$ cat config.mk
export PLATFORM = sky130hd
export DESIGN_NAME = pc_fetch_sequencer_flat
export DESIGN_NICKNAME = d
export VERILOG_FILES = /design/src/rtl/pc_fetch_sequencer_pkg.sv /design/src/rtl/pc_fetch_sequencer_if.sv /design/src/rtl/pc_fetch_sequencer_next_pc_sel.sv /design/src/rtl/pc_fetch_sequencer.sv /design/src/flat_wrapper.sv
export SDC_FILE = /design/constraint.sdc
export NUM_CORES = 1
export LEC_CHECK = 0
export ABC_AREA = 1
export BUFFER_PORTS_ARGS = -buffer_cell sky130_fd_sc_hd__buf_2
export CAP_MARGIN = 25
export CORE_MARGIN = 2
export CORE_UTILIZATION = 25
export DETAILED_ROUTE_END_ITERATION = 10
export SYNTH_ARGS = -nofsm -noshare
export SYNTH_HDL_FRONTEND = slang
export SYNTH_SLANG_ARGS = --single-unit
$ cat constraint.sdc
create_clock -name clk -period 2.1 [get_ports clk]
set_input_delay 0.42 -clock clk [delete_from_list [all_inputs] [get_ports clk]]
set_output_delay 0.42 -clock clk [all_outputs]
set_load 0.005 [all_outputs]
$ cat src/rtl/pc_fetch_sequencer_pkg.sv
// Shared types and constants for the PC / instruction-fetch sequencer.
package pc_fetch_sequencer_pkg;

    typedef enum logic [1:0] {
        BOOT   = 2'd0,
        FETCH  = 2'd1,
        SQUASH = 2'd2,
        HOLD   = 2'd3
    } state_e;

    localparam int          INSTR_W   = 32;
    localparam int          PC_INC    = 4;
    localparam logic [31:0] NOP_INSTR = 32'h0000_0013;

endpackage

$ cat src/rtl/pc_fetch_sequencer_if.sv
// Fetch-side bus: imem request/ack, decode hand-off and redirect inputs.
interface pc_fetch_sequencer_if
    import pc_fetch_sequencer_pkg::*;
#(
    parameter int WIDTH = 32
);
    logic               imem_req;
    logic [WIDTH-1:0]   imem_addr;
    logic               imem_ack;
    logic [INSTR_W-1:0] imem_rdata;
    logic               if_valid;
    logic [INSTR_W-1:0] if_instr;
    logic [WIDTH-1:0]   if_pc;
    logic               id_stall;
    logic               br_taken;
    logic [WIDTH-1:0]   br_target;
    logic               trap_req;
    logic [WIDTH-1:0]   trap_vec;
    logic               misalign;

    modport master (
        output imem_req, imem_addr, if_valid, if_instr, if_pc, misalign,
        input  imem_ack, imem_rdata, id_stall, br_taken, br_target, trap_req, trap_vec
    );

    modport slave (
        input  imem_req, imem_addr, if_valid, if_instr, if_pc, misalign,
        output imem_ack, imem_rdata, id_stall, br_taken, br_target, trap_req, trap_vec
    );
endinterface

$ cat src/rtl/pc_fetch_sequencer_next_pc_sel.sv
// Next-PC priority mux: trap beats branch beats sequential; flags unaligned redirect targets.
module pc_fetch_sequencer_next_pc_sel
    import pc_fetch_sequencer_pkg::*;
#(
    parameter int WIDTH = 32
) (
    input  logic [WIDTH-1:0] pc,
    input  logic             en,
    input  logic             advance,
    input  logic             trap_req,
    input  logic [WIDTH-1:0] trap_vec,
    input  logic             br_taken,
    input  logic [WIDTH-1:0] br_target,
    output logic [WIDTH-1:0] next_pc,
    output logic             redirect,
    output logic             misalign
);
    logic [WIDTH-1:0] sel_target;

    always_comb begin
        sel_target = trap_req ? trap_vec : br_target;
        redirect   = en & (trap_req | br_taken);
        misalign   = redirect & (|sel_target[1:0]);
        if (redirect) begin
            next_pc = {sel_target[WIDTH-1:2], 2'b00};
        end else if (advance) begin
            next_pc = pc + WIDTH'(PC_INC);
        end else begin
            next_pc = pc;
        end
    end
endmodule

$ cat src/rtl/pc_fetch_sequencer.sv
// Program counter and instruction-fetch FSM for the single-issue core.
// Optional PC_SEQ_PERF_CNT_EN adds perf_fetch / perf_stall counters.
module pc_fetch_sequencer
    import pc_fetch_sequencer_pkg::*;
#(
    parameter int               WIDTH    = 32,
    parameter logic [WIDTH-1:0] RESET_PC = '0
) (
    input  logic                 clk,
    input  logic                 rst,
    pc_fetch_sequencer_if.master bus
`ifdef PC_SEQ_PERF_CNT_EN
    ,
    output logic [31:0]          perf_fetch,
    output logic [31:0]          perf_stall
`endif
);
    state_e             state_reg;
    logic [WIDTH-1:0]   pc_reg;
    logic [WIDTH-1:0]   addr_reg;
    logic               req_reg;
    logic               valid_reg;
    logic [INSTR_W-1:0] instr_reg;
    logic [WIDTH-1:0]   if_pc_reg;
    logic               misalign_reg;

    logic [WIDTH-1:0]   pc_next;
    logic               redirect;
    logic               misalign_next;
    logic               fetch_ack;

    assign fetch_ack = (state_reg == FETCH) && bus.imem_ack;

    pc_fetch_sequencer_next_pc_sel #(.WIDTH(WIDTH)) u_next_pc_sel (
        .pc        (pc_reg),
        .en        (state_reg != BOOT),
        .advance   (fetch_ack),
        .trap_req  (bus.trap_req),
        .trap_vec  (bus.trap_vec),
        .br_taken  (bus.br_taken),
        .br_target (bus.br_target),
        .next_pc   (pc_next),
        .redirect  (redirect),
        .misalign  (misalign_next)
    );

    // addr_reg tracks pc except while a dead request is still outstanding,
    // where it must hold the old address until imem acknowledges.
    always_ff @(posedge clk) begin
        if (rst) begin
            state_reg    <= BOOT;
            pc_reg       <= RESET_PC;
            addr_reg     <= RESET_PC;
            req_reg      <= 1'b0;
            valid_reg    <= 1'b0;
            instr_reg    <= '0;
            if_pc_reg    <= '0;
            misalign_reg <= 1'b0;
        end else begin
            pc_reg       <= pc_next;
            misalign_reg <= misalign_next;
            case (state_reg)
                BOOT: begin
                    state_reg <= FETCH;
                    req_reg   <= 1'b1;
                    addr_reg  <= pc_next;
                end
                FETCH: begin
                    if (redirect && !bus.imem_ack) begin
                        state_reg <= SQUASH;
                    end else if (bus.imem_ack && !redirect) begin
                        instr_reg <= bus.imem_rdata;
                        if_pc_reg <= pc_reg;
                        valid_reg <= 1'b1;
                        req_reg   <= 1'b0;
                        addr_reg  <= pc_next;
                        state_reg <= HOLD;
                    end else begin
                        addr_reg  <= pc_next;
                    end
                end
                SQUASH: begin
                    if (bus.imem_ack) begin
                        addr_reg  <= pc_next;
                        state_reg <= FETCH;
                    end
                end
                HOLD: begin
                    if (redirect || !bus.id_stall) begin
                        valid_reg <= 1'b0;
                        req_reg   <= 1'b1;
                        addr_reg  <= pc_next;
                        state_reg <= FETCH;
                    end
                end
                default: state_reg <= BOOT;
            endcase
        end
    end

    assign bus.imem_req  = req_reg;
    assign bus.imem_addr = addr_reg;
    assign bus.if_valid  = valid_reg;
    assign bus.if_instr  = instr_reg;
    assign bus.if_pc     = if_pc_reg;
    assign bus.misalign  = misalign_reg;

`ifdef PC_SEQ_PERF_CNT_EN
    logic [31:0] perf_fetch_reg;
    logic [31:0] perf_stall_reg;

    always_ff @(posedge clk) begin
        if (rst) begin
            perf_fetch_reg <= '0;
            perf_stall_reg <= '0;
        end else begin
            if (fetch_ack && !redirect) begin
                perf_fetch_reg <= perf_fetch_reg + 32'd1;
            end
            if ((state_reg == HOLD) && bus.id_stall) begin
                perf_stall_reg <= perf_stall_reg + 32'd1;
            end
        end
    end

    assign perf_fetch = perf_fetch_reg;
    assign perf_stall = perf_stall_reg;
`endif
endmodule

$ cat src/flat_wrapper.sv
// flat-port wrapper written by rule: the top's interface ports become plain ports
module pc_fetch_sequencer_flat import pc_fetch_sequencer_pkg::*;
#(
    parameter int               WIDTH    = 32,
    parameter logic [WIDTH-1:0] RESET_PC = '0
)
  (clk, rst, bus_imem_req, bus_imem_addr, bus_if_valid, bus_if_instr, bus_if_pc, bus_misalign, bus_imem_ack, bus_imem_rdata, bus_id_stall, bus_br_taken, bus_br_target, bus_trap_req, bus_trap_vec);
  pc_fetch_sequencer_if #(.WIDTH(WIDTH)) bus_i ();
  input  logic clk;
  input  logic rst;
  output wire logic [$bits(bus_i.imem_req)-1:0] bus_imem_req;
  output wire logic [$bits(bus_i.imem_addr)-1:0] bus_imem_addr;
  output wire logic [$bits(bus_i.if_valid)-1:0] bus_if_valid;
  output wire logic [$bits(bus_i.if_instr)-1:0] bus_if_instr;
  output wire logic [$bits(bus_i.if_pc)-1:0] bus_if_pc;
  output wire logic [$bits(bus_i.misalign)-1:0] bus_misalign;
  input wire logic [$bits(bus_i.imem_ack)-1:0] bus_imem_ack;
  input wire logic [$bits(bus_i.imem_rdata)-1:0] bus_imem_rdata;
  input wire logic [$bits(bus_i.id_stall)-1:0] bus_id_stall;
  input wire logic [$bits(bus_i.br_taken)-1:0] bus_br_taken;
  input wire logic [$bits(bus_i.br_target)-1:0] bus_br_target;
  input wire logic [$bits(bus_i.trap_req)-1:0] bus_trap_req;
  input wire logic [$bits(bus_i.trap_vec)-1:0] bus_trap_vec;
  assign bus_imem_req = bus_i.imem_req;
  assign bus_imem_addr = bus_i.imem_addr;
  assign bus_if_valid = bus_i.if_valid;
  assign bus_if_instr = bus_i.if_instr;
  assign bus_if_pc = bus_i.if_pc;
  assign bus_misalign = bus_i.misalign;
  assign bus_i.imem_ack = bus_imem_ack;
  assign bus_i.imem_rdata = bus_imem_rdata;
  assign bus_i.id_stall = bus_id_stall;
  assign bus_i.br_taken = bus_br_taken;
  assign bus_i.br_target = bus_br_target;
  assign bus_i.trap_req = bus_trap_req;
  assign bus_i.trap_vec = bus_trap_vec;
  pc_fetch_sequencer #(.WIDTH(WIDTH), .RESET_PC(RESET_PC)) u_core (.clk(clk), .rst(rst), .bus(bus_i));
endmodule
Word-level counts from Yosys, hierarchy flattened:

Cells that the tools add are included.

* add/subtract/negate cells: 1
* multiply operators: 0
* divide/modulo/power cells: 0
* $lt $le $gt $ge: 0
* equal/unequal tests: 8
* shift-type cells: 0
* multiplexer cells: 20
* bitwise logic cells: 4
* reductions and logical operators: 17

Operator list (number)
* 32-bit 2-to-1 mux: 6
* 32-bit case mux with 4 select lines: 1
* 32-bit by 3-bit adder with 32-bit output, second input constant: 1
* 3-bit AND reduction: 3
* 2-bit 2-to-1 mux: 4
* 2-bit case mux with 4 select lines: 1
* 4-bit AND reduction: 2
* 1-bit 2-to-1 mux: 6
* 2-bit inequality test, second input constant: 3
* 2-bit == test, second input constant: 2
* 2-bit nonzero test: 2
* 1-bit logical AND: 3
* 1-bit zero test: 3
* 3-bit inequality test, second input constant: 1
* 1-bit case mux with 3 select lines: 1
* 3-bit nonzero test: 1
* 1-bit AND: 2
* 2-bit by 1-bit == test with 1-bit output, second input constant: 1
* 2-bit zero test: 1
* 2-bit by 1-bit inequality test with 1-bit output, second input constant: 1
* 1-bit case mux with 2 select lines: 1
* 2-bit OR reduction: 1
* 1-bit logical OR: 1
* 1-bit NOT: 1
* 1-bit OR: 1

* register bits: 133
* latch bits: 0
* memory bits (writable): 0
* ROM bits: 0
* input port bits: 102
* output and inout port bits: 99
* word-level logic and storage cells: 58
* memories kept: 0

Logic depth before layout (Yosys ltp):

Gate-level depths: netlist (run 1).

* word-level depth: 7
* depth in mapped cells: 14
* depth with buffers taken out: 13

Cells and area by module:

A second synthesis (run 1) with hierarchy kept.

* cells, all modules: 898
* area total of the unflattened synthesis: 6178.4 sq um

Modules (own cells, without submodules)
* pc_fetch_sequencer: times used 1, cells each 564, area each 4568.1 sq um, sequential area each 2662.6 sq um
* pc_fetch_sequencer_next_pc_sel: times used 1, cells each 334, area each 1610.3 sq um, sequential area each 0.0 sq um

Least setup slack after synthesis (run 1):

No wires, ideal clock.

* path type: register to register
* start: register u_core.state_reg[0]
* end: register u_core.addr_reg[13], in the netlist u_core.bus.imem_addr[13]
* setup time: 0.126 ns
* arrival time: 1.561 ns
* required time: 1.974 ns
* setup slack: 0.413 ns
* cell stages (with the launch flop): 11
* path buffers: 2
* clock period less this slack: 1.687 ns
* cell sequence: dfxtp_1 > inv_1 > ha_1 > nor2_4 > buf_6 > nand2_2 > o21ai_2 > inv_4 > buf_2 > o21ai_0 > a21oi_1

* word-level cells in the longest chain between the ends: 6
* elaborated cells between the ends (all ways): 19
* those cells by class: eq/ne: 6; mux: 6; bitwise: 1; reduce/logical: 6

RTL lines
* start, declared: line pc_fetch_sequencer.sv:18 `state_e state_reg;`
* start signal, assigned: line pc_fetch_sequencer.sv:51 `state_reg <= BOOT;`
* start signal, assigned: line pc_fetch_sequencer.sv:64 `state_reg <= FETCH;`
* start signal, assigned: line pc_fetch_sequencer.sv:70 `state_reg <= SQUASH;`
* 2-bit by 1-bit == test with 1-bit output: line pc_fetch_sequencer.sv:32, pc_fetch_sequencer.sv:62
* 1-bit logical AND: line pc_fetch_sequencer.sv:32 `assign fetch_ack = (state_reg == FETCH) && bus.imem_ack;`
* 32-bit 2-to-1 mux: line pc_fetch_sequencer_next_pc_sel.sv:26 `end else if (advance) begin`
* 32-bit 2-to-1 mux: line pc_fetch_sequencer_next_pc_sel.sv:24 `if (redirect) begin`
* 32-bit 2-to-1 mux (on tied branches): line pc_fetch_sequencer.sv:89, pc_fetch_sequencer.sv:69, pc_fetch_sequencer.sv:83
* 32-bit case mux with 4 select lines: line pc_fetch_sequencer.sv:62 `case (state_reg)`
* end signal, assigned: line pc_fetch_sequencer.sv:66 `addr_reg <= pc_next;`
* end signal, assigned: line pc_fetch_sequencer.sv:76 `addr_reg <= pc_next;`
* end signal, assigned: line pc_fetch_sequencer.sv:92 `addr_reg <= pc_next;`
* end, declared: line pc_fetch_sequencer.sv:20 `logic [WIDTH-1:0] addr_reg;`

Parallel ways exist; a longest one is shown, timed or not. The select of a mux whose other input is x is not followed.
A chain may end at the register's enable or synchronous reset.

Final worst setup path (run 1):

* start: register u_core.state_reg[0]
* end: register u_core.addr_reg[11], in the netlist u_core.bus.imem_addr[11]

The elaborated chain is that of the path after synthesis.

==> impl_metrics.tcl, run 1 <==
set metrics [dict create \
    cp.required_ns 2.47 \
    r2r_end "u_core.bus.imem_addr[11]$_SDFFE_PP0P_" \
    drc 0 \
    status "completed" \
    routedWlPerCell_um 13.7 \
    port_buffers 200 \
    syn_nets 982 \
    multi_input_area_um2 2980 \
    timing.rr.start "u_core.state_reg[0]$_SDFFE_PP0P_" \
    rr_worst_depth 14 \
    grt_use_total_pct 15.0 \
    reg2reg_slack_ns 0.22 \
    final_nets 1173 \
    max_freq_ghz 0.533 \
    fin_util_pct 33.5 \
    hold_start "bus_imem_rdata[6]" \
    die_area_um2 25600 \
    first_pass_iters 4 \
    synth_cells 875 \
    grt_pass1_wl_mm 30.1 \
    min_path_cells 3 \
    wl_met2_mm 8.26 \
    yosysSeqAreaShare_pct 43.7 \
    end_kind "register" \
    ant_nets 0 \
    wl_mm 19.3 \
    synthFlopType "dfxtp_1" \
    yosys-top-cells-area "dfxtp_1, nor2_1, nand2_1" \
    cts_tree "done" \
    dp_hpwl_mm 14.5 \
    pin_count 201 \
    insertion_delay_ns 0.42 \
    dpl_cell_area_um2 7490 \
    grt_pass1_vias 5717 \
    finalCritPeriodShare_pct 89.3 \
    place_ws_ns 0.247 \
    finalSetupViolations 0 \
    core_area_um2 24100 \
    viasPerCell 4.37 \
    rsz0062_at_grt "no" \
    cts_setup_buffers 0 \
    cts.path.max_buffers 2 \
    finalHoldViolCount 0 \
    drv_slew 0 \
    clk_pin_slew_ns 0.06 \
    final_cell_area_um2 8090 \
    hold_ws_ns 0.251 \
    yosys.area.top_type "dfxtp_1" \
    clock_skew_ns 0.0115 \
    final.setup.worst_slack_ns 0.224 \
    syn_area_per_cell_um2 6.97 \
    dieWidth_um 160 \
    top_layer "met4" \
    synth_top_cell_area_share_pct 43.7 \
    crit_arrival_ns 2.24 \
    cts_sinks 133 \
    seq_area_um2 2660 \
    ctsResizeCount 0 \
    die_y_um 160 \
    hold_path_end "u_core.bus.if_instr[6]$_SDFFE_PP0P_" \
    row_count 57 \
    syn_to_final_growth_pct 32.7 \
    dpl.cell_count 1371 \
    max_cap_violations 0 \
    numCtsBuffers 17 \
    wl_met1_mm 9.51 \
    hold_class "input port to register" \
    peakVddDrop_uv 516 \
    ys_ff_latch 133 \
    power.density_nw_per_um2 961 \
    diodes 0 \
    start_kind "register" \
    layout-drive-gt1-share_pct 26.0 \
    slew_headroom_pct 69.6 \
    clockRootBuffer "clkbuf_16" \
    fin_setup_tns_ns 0 \
    start_util_pct 25.3 \
    place_congestion 0.852 \
    worst-setup-path-type "register to register" \
    grt_max_degree 51 \
    dr_total_vias 6126 \
    post-route-min-period_ns 1.88 \
    drt_iter0_drc 352 \
    fillerInstances 2689 \
    total_power_mw 7.77 \
    cts_hold_buffers 0 \
    crit_path_max_fanout 21 \
    leakagePower_nw 3.92 \
    synthesis.area_um2 6090 \
    wl_met3_mm 1.16 \
    ys_warn_count 0 \
    antenna_found_initial 0 \
    grt.overflow.total 0 \
    stdcell_count 1403 \
    worstMarginPinSlew_ns 0.456 \
    synth_edf_count 0 \
    async_reset_ff_share_pct 0 \
    synth_cell_type_count 38 \
    htree_levels 4 \
]
[worst max-delay path by stage]
| stage | from | end | slack (ns) | cells after the start |
|---|---|---|---|---|
| 2_1_floorplan | u_core.state_reg[0]$_SDFFE_PP0P_ | u_core.bus.imem_addr[13]$_SDFFE_PP0P_ | 0.41 | 10 |
| 3_3_place_gp | bus_trap_req | u_core.bus.imem_addr[18]$_SDFFE_PP0P_ | 0.26 | 7 |
| 3_5_place_dp | u_core.state_reg[0]$_SDFFE_PP0P_ | u_core.bus.imem_addr[23]$_SDFFE_PP0P_ | 0.25 | 13 |
| 4_1_cts | u_core.state_reg[0]$_SDFFE_PP0P_ | u_core.bus.imem_addr[11]$_SDFFE_PP0P_ | 0.21 | 14 |
| 5_1_grt | u_core.state_reg[0]$_SDFFE_PP0P_ | u_core.bus.imem_addr[24]$_SDFFE_PP0P_ | 0.05 | 14 |
| 6_report | u_core.state_reg[0]$_SDFFE_PP0P_ | u_core.bus.imem_addr[11]$_SDFFE_PP0P_ | 0.22 | 14 |
[cell families after synthesis]
logic type	synth area share, %
AND/OR/NAND/NOR	32.5
AO/OA/AOI/OAI	12.7
adder cells (fa/ha/maj)	1.03
buffers and inverters	7.45
flip-flops	43.7
XOR/XNOR	2.16
multiplexers	0.493
[final cells by class]
type | instances | share of cell area (%)
clock buffers | 19 | 5.48
clock inverters | 13 | 1.84
inverters | 57 | 2.74
multi-input cells | 639 | 36.9
flip-flops and latches | 133 | 32.9
well taps | 324 | 5.01
repair buffers | 218 | 15.1
[metal layers]
metal	GRT usage [%]	vias up
li1	-	3185
met5	0	-
met3	3.40	24
met4	5.16	0
met1	20.8	2728
met2	22.9	189
[worst max-delay path: stages (launching register included)]
cell	delay, ns
dfxtp_1	0.39
inv_1	0.08
ha_1	0.23
nor2_4	0.20
nor2_4	0.06
inv_1	0.05
nand2_1	0.06
clkinv_1	0.08
o21ai_2	0.07
inv_4	0.14
buf_12	0.17
nor2_1	0.06
nor2_1	0.11
nand2_1	0.08
inv_1	0.05
[synth_stat cells, types with 2 or more instances]
cell	n
o211ai_1	7
mux2i_1	3
ha_1	5
nor2_1	201
a21oi_1	44
inv_2	2
nand2_2	3
nor2_4	6
nand2_4	2
nor3_1	6
buf_6	4
xnor2_1	6
or2_2	3
nand3_1	45
dfxtp_1	133
nand2_1	187
clkbuf_1	26
buf_2	12
a21o_1	2
nor2_2	5
inv_1	52
buf_4	4
xor2_1	9
o31ai_1	2
o21ai_0	87
nand4_1	5
nand3_2	3
[placed cells by master (no fill, tap or decap), drive strengths merged]
| master | netlist | routed |
|---|---|---|
| nand2 | 192 | 192 |
| nand3 | 49 | 49 |
| o21ai | 89 | 89 |
| a21oi | 44 | 44 |
| dfxtp | 133 | 133 |
| o211ai | 7 | 7 |
| a21o | 2 | 2 |
| clkbuf | 26 | 19 |
| mux2i | 3 | 3 |
| nor3 | 6 | 6 |
| ha | 5 | 5 |
| clkinv | 1 | 3 |
| and2 | 1 | 1 |
| bufinv | 0 | 2 |
| or2 | 3 | 3 |
| o31ai | 2 | 2 |
| xnor2 | 6 | 6 |
| nor4 | 1 | 1 |
| xor2 | 9 | 9 |
| inv | 56 | 59 |
| nand4 | 5 | 5 |
| nor2 | 213 | 213 |
| buf | 20 | 218 |
| clkinvlp | 0 | 6 |
| a211oi | 2 | 2 |
[report_power, final]
group	internal, mW	switching [mW]	leakage [nW]
clock network	1.79	1.20	0.269
logic	0.681	0.990	2.56
registers	2.87	0.237	1.09
Note: power is estimated with default switching activity, not from simulation.
==> run 2: changes to the inputs <==
--- a/config.mk
+++ b/config.mk
@@ -9,8 +9,9 @@
 export BUFFER_PORTS_ARGS = -buffer_cell sky130_fd_sc_hd__buf_2
 export CAP_MARGIN = 25
 export CORE_MARGIN = 2
-export CORE_UTILIZATION = 25
+export CORE_UTILIZATION = 43
 export DETAILED_ROUTE_END_ITERATION = 10
+export PLACE_DENSITY = 0.7
 export SYNTH_ARGS = -nofsm -noshare
 export SYNTH_HDL_FRONTEND = slang
 export SYNTH_SLANG_ARGS = --single-unit
==> run 2 against run 1 <==
Non-clock buffer count grew 3. Setup slack lost 0.0058 ns. Global-route usage grew 7.6 points. Highest routed layer unchanged. Maximum frequency shrank 0.31%. Clock power shrank 6%. Final cell count shrank 10%. Sequential share of layout area grew 0.92 points.
==> impl_metrics.tcl, run 2 (same netlist as run 1, synthesis figures left out) <==
set metrics [dict create \
    rsz0062_at_grt "no" \
    leakagePower_nw 3.91 \
    cts_sinks 133 \
    antenna_found_initial 0 \
    grt_use_total_pct 22.5 \
    crit_arrival_ns 2.21 \
    cp.buffers_inverters 2 \
    grt_pass1_vias 5452 \
    grt_pass1_wl_mm 26.5 \
    cts_tree "done" \
    worst-setup-path-type "register to register" \
    finalCritPeriodShare_pct 89.6 \
    clock_skew_ns 0.00466 \
    pin_count 201 \
    grt.overflow.total 0 \
    start_util_pct 43.9 \
    final_common_cell "nor2_1" \
    htree_levels 4 \
    die_area_um2 15100 \
    numCtsBuffers 17 \
    drt_iter0_drc 415 \
    ant_nets 0 \
    worstMarginPinSlew_ns 0.609 \
    crit_top_cell "nand2_1" \
    finalHoldViolCount 0 \
    drc 0 \
    peakVddDrop_uv 727 \
    layout-drive-gt1-share_pct 26.2 \
    max_freq_ghz 0.531 \
    slowest_delay_ns 0.32 \
    crit_path_max_fanout 8 \
    start_kind "register" \
    slew_headroom_pct 59.4 \
    place_ws_ns 0.270 \
    syn_to_final_growth_pct 29.0 \
    ctsResizeCount 0 \
    clk_pin_slew_ns 0.06 \
    finalSetupViolations 0 \
    port_buffers 200 \
    hold_class "input port to register" \
    clockRootBuffer "clkbuf_16" \
    cts.path.max_buffers 2 \
    core_area_um2 13900 \
    end_kind "register" \
    cts_setup_buffers 0 \
    power.density_nw_per_um2 960 \
    status "completed" \
    final_cell_mix "nor2_1, buf_2, nand2_1" \
    viasPerCell 4.83 \
    stdcell_count 1262 \
    slowest_stage "dfxtp_1" \
    dr_total_vias 6094 \
    cp.required_ns 2.42 \
    dpl.cell_count 1230 \
    grt_max_degree 64 \
    drv_slew 0 \
    row_count 43 \
    die_y_um 123 \
    max_cap_violations 0 \
    routedWlPerCell_um 13.4 \
    fin_setup_tns_ns 0 \
    final.setup.worst_slack_ns 0.218 \
    diodes 0 \
    crit_path_cell_trace "inv_1 > ha_1 > nand2_4 > nor2_1 > nand3_1 > nor2_1 > nand3_1 > nand2_1 > nand2_1 > nand2_1 > nand3_1 > nand2_1 > inv_1" \
    wl_mm 16.9 \
    insertion_delay_ns 0.43 \
    fillerInstances 1366 \
    dp_hpwl_mm 12.5 \
    critPathTopFamily "simple AND/OR/NAND/NOR gates" \
    cts_hold_buffers 0 \
    post-route-min-period_ns 1.88 \
    final_nets 1176 \
    first_pass_iters 7 \
    dieWidth_um 123 \
    place_congestion 0.948 \
]
-- run 2: path summary, 6_finish.rpt --
kind	from	endpoint	slack, ns	cells past startpoint
setup / recovery	u_core.state_reg[1]$_SDFFE_PP0P_	u_core.bus.imem_addr[27]$_SDFFE_PP0P_	0.22	13
hold / removal	bus_imem_rdata[11]	u_core.bus.if_instr[11]$_SDFFE_PP0P_	0.24	3
setup reg to reg	u_core.state_reg[1]$_SDFFE_PP0P_	u_core.bus.imem_addr[27]$_SDFFE_PP0P_	0.22	13
hold reg to reg	u_core.bus.imem_req$_SDFFE_PP0P_	u_core.bus.imem_req$_SDFFE_PP0P_	0.46	2
-- run 2: per-stage QoR --
step	utilization, %	instance area [um2]	total power [mW]	hold WS [ns]
2_1_floorplan	-	6090	4.11	0.438
3_3_place_gp	52.6	7300	4.77	0.456
3_5_place_dp	52.6	7300	4.79	0.467
4_1_cts	56.7	7870	7.62	0.232
5_1_grt	56.7	7870	8.00	0.253
6_report	56.7	7870	7.55	0.241
-- run 2: worst min-delay path, delay by kind of cell --
kind,cells,cell delay (ns)
buffers and inverters,1,0.07
AO/OA/AOI/OAI,1,0.07
AND/OR/NAND/NOR,1,0.07
-- run 2: report_power, final --
group          total [mW]  internal (mW)  leakage, nW  switching, mW
combinational        1.63          0.681         2.57          0.948
sequential           3.11           2.87         1.09          0.239
clock                2.81           1.66        0.253           1.15
total                7.55           5.21         3.91           2.33
-- run 2: area by class of cell --
type	count	area (um2)	area share (%)
multi-input combinational	639	2980	37.9
sequential	133	2660	33.9
timing repair buffer	221	1210	15.4
clock buffer	18	439	5.58
tap	180	225	2.86
inverter	57	221	2.82
clock inverter	14	130	1.65
-- run 2: metal layers --
metal / track usage [%] / vias to the layer above / part of all wire, %
li1: - / 3179 / -
met1: 30.7 / 2683 / 48
met2: 34.3 / 207 / 43
met3: 6.78 / 25 / 7.5
met4: 7.17 / 0 / 1.6
met5: 0 / - / 0
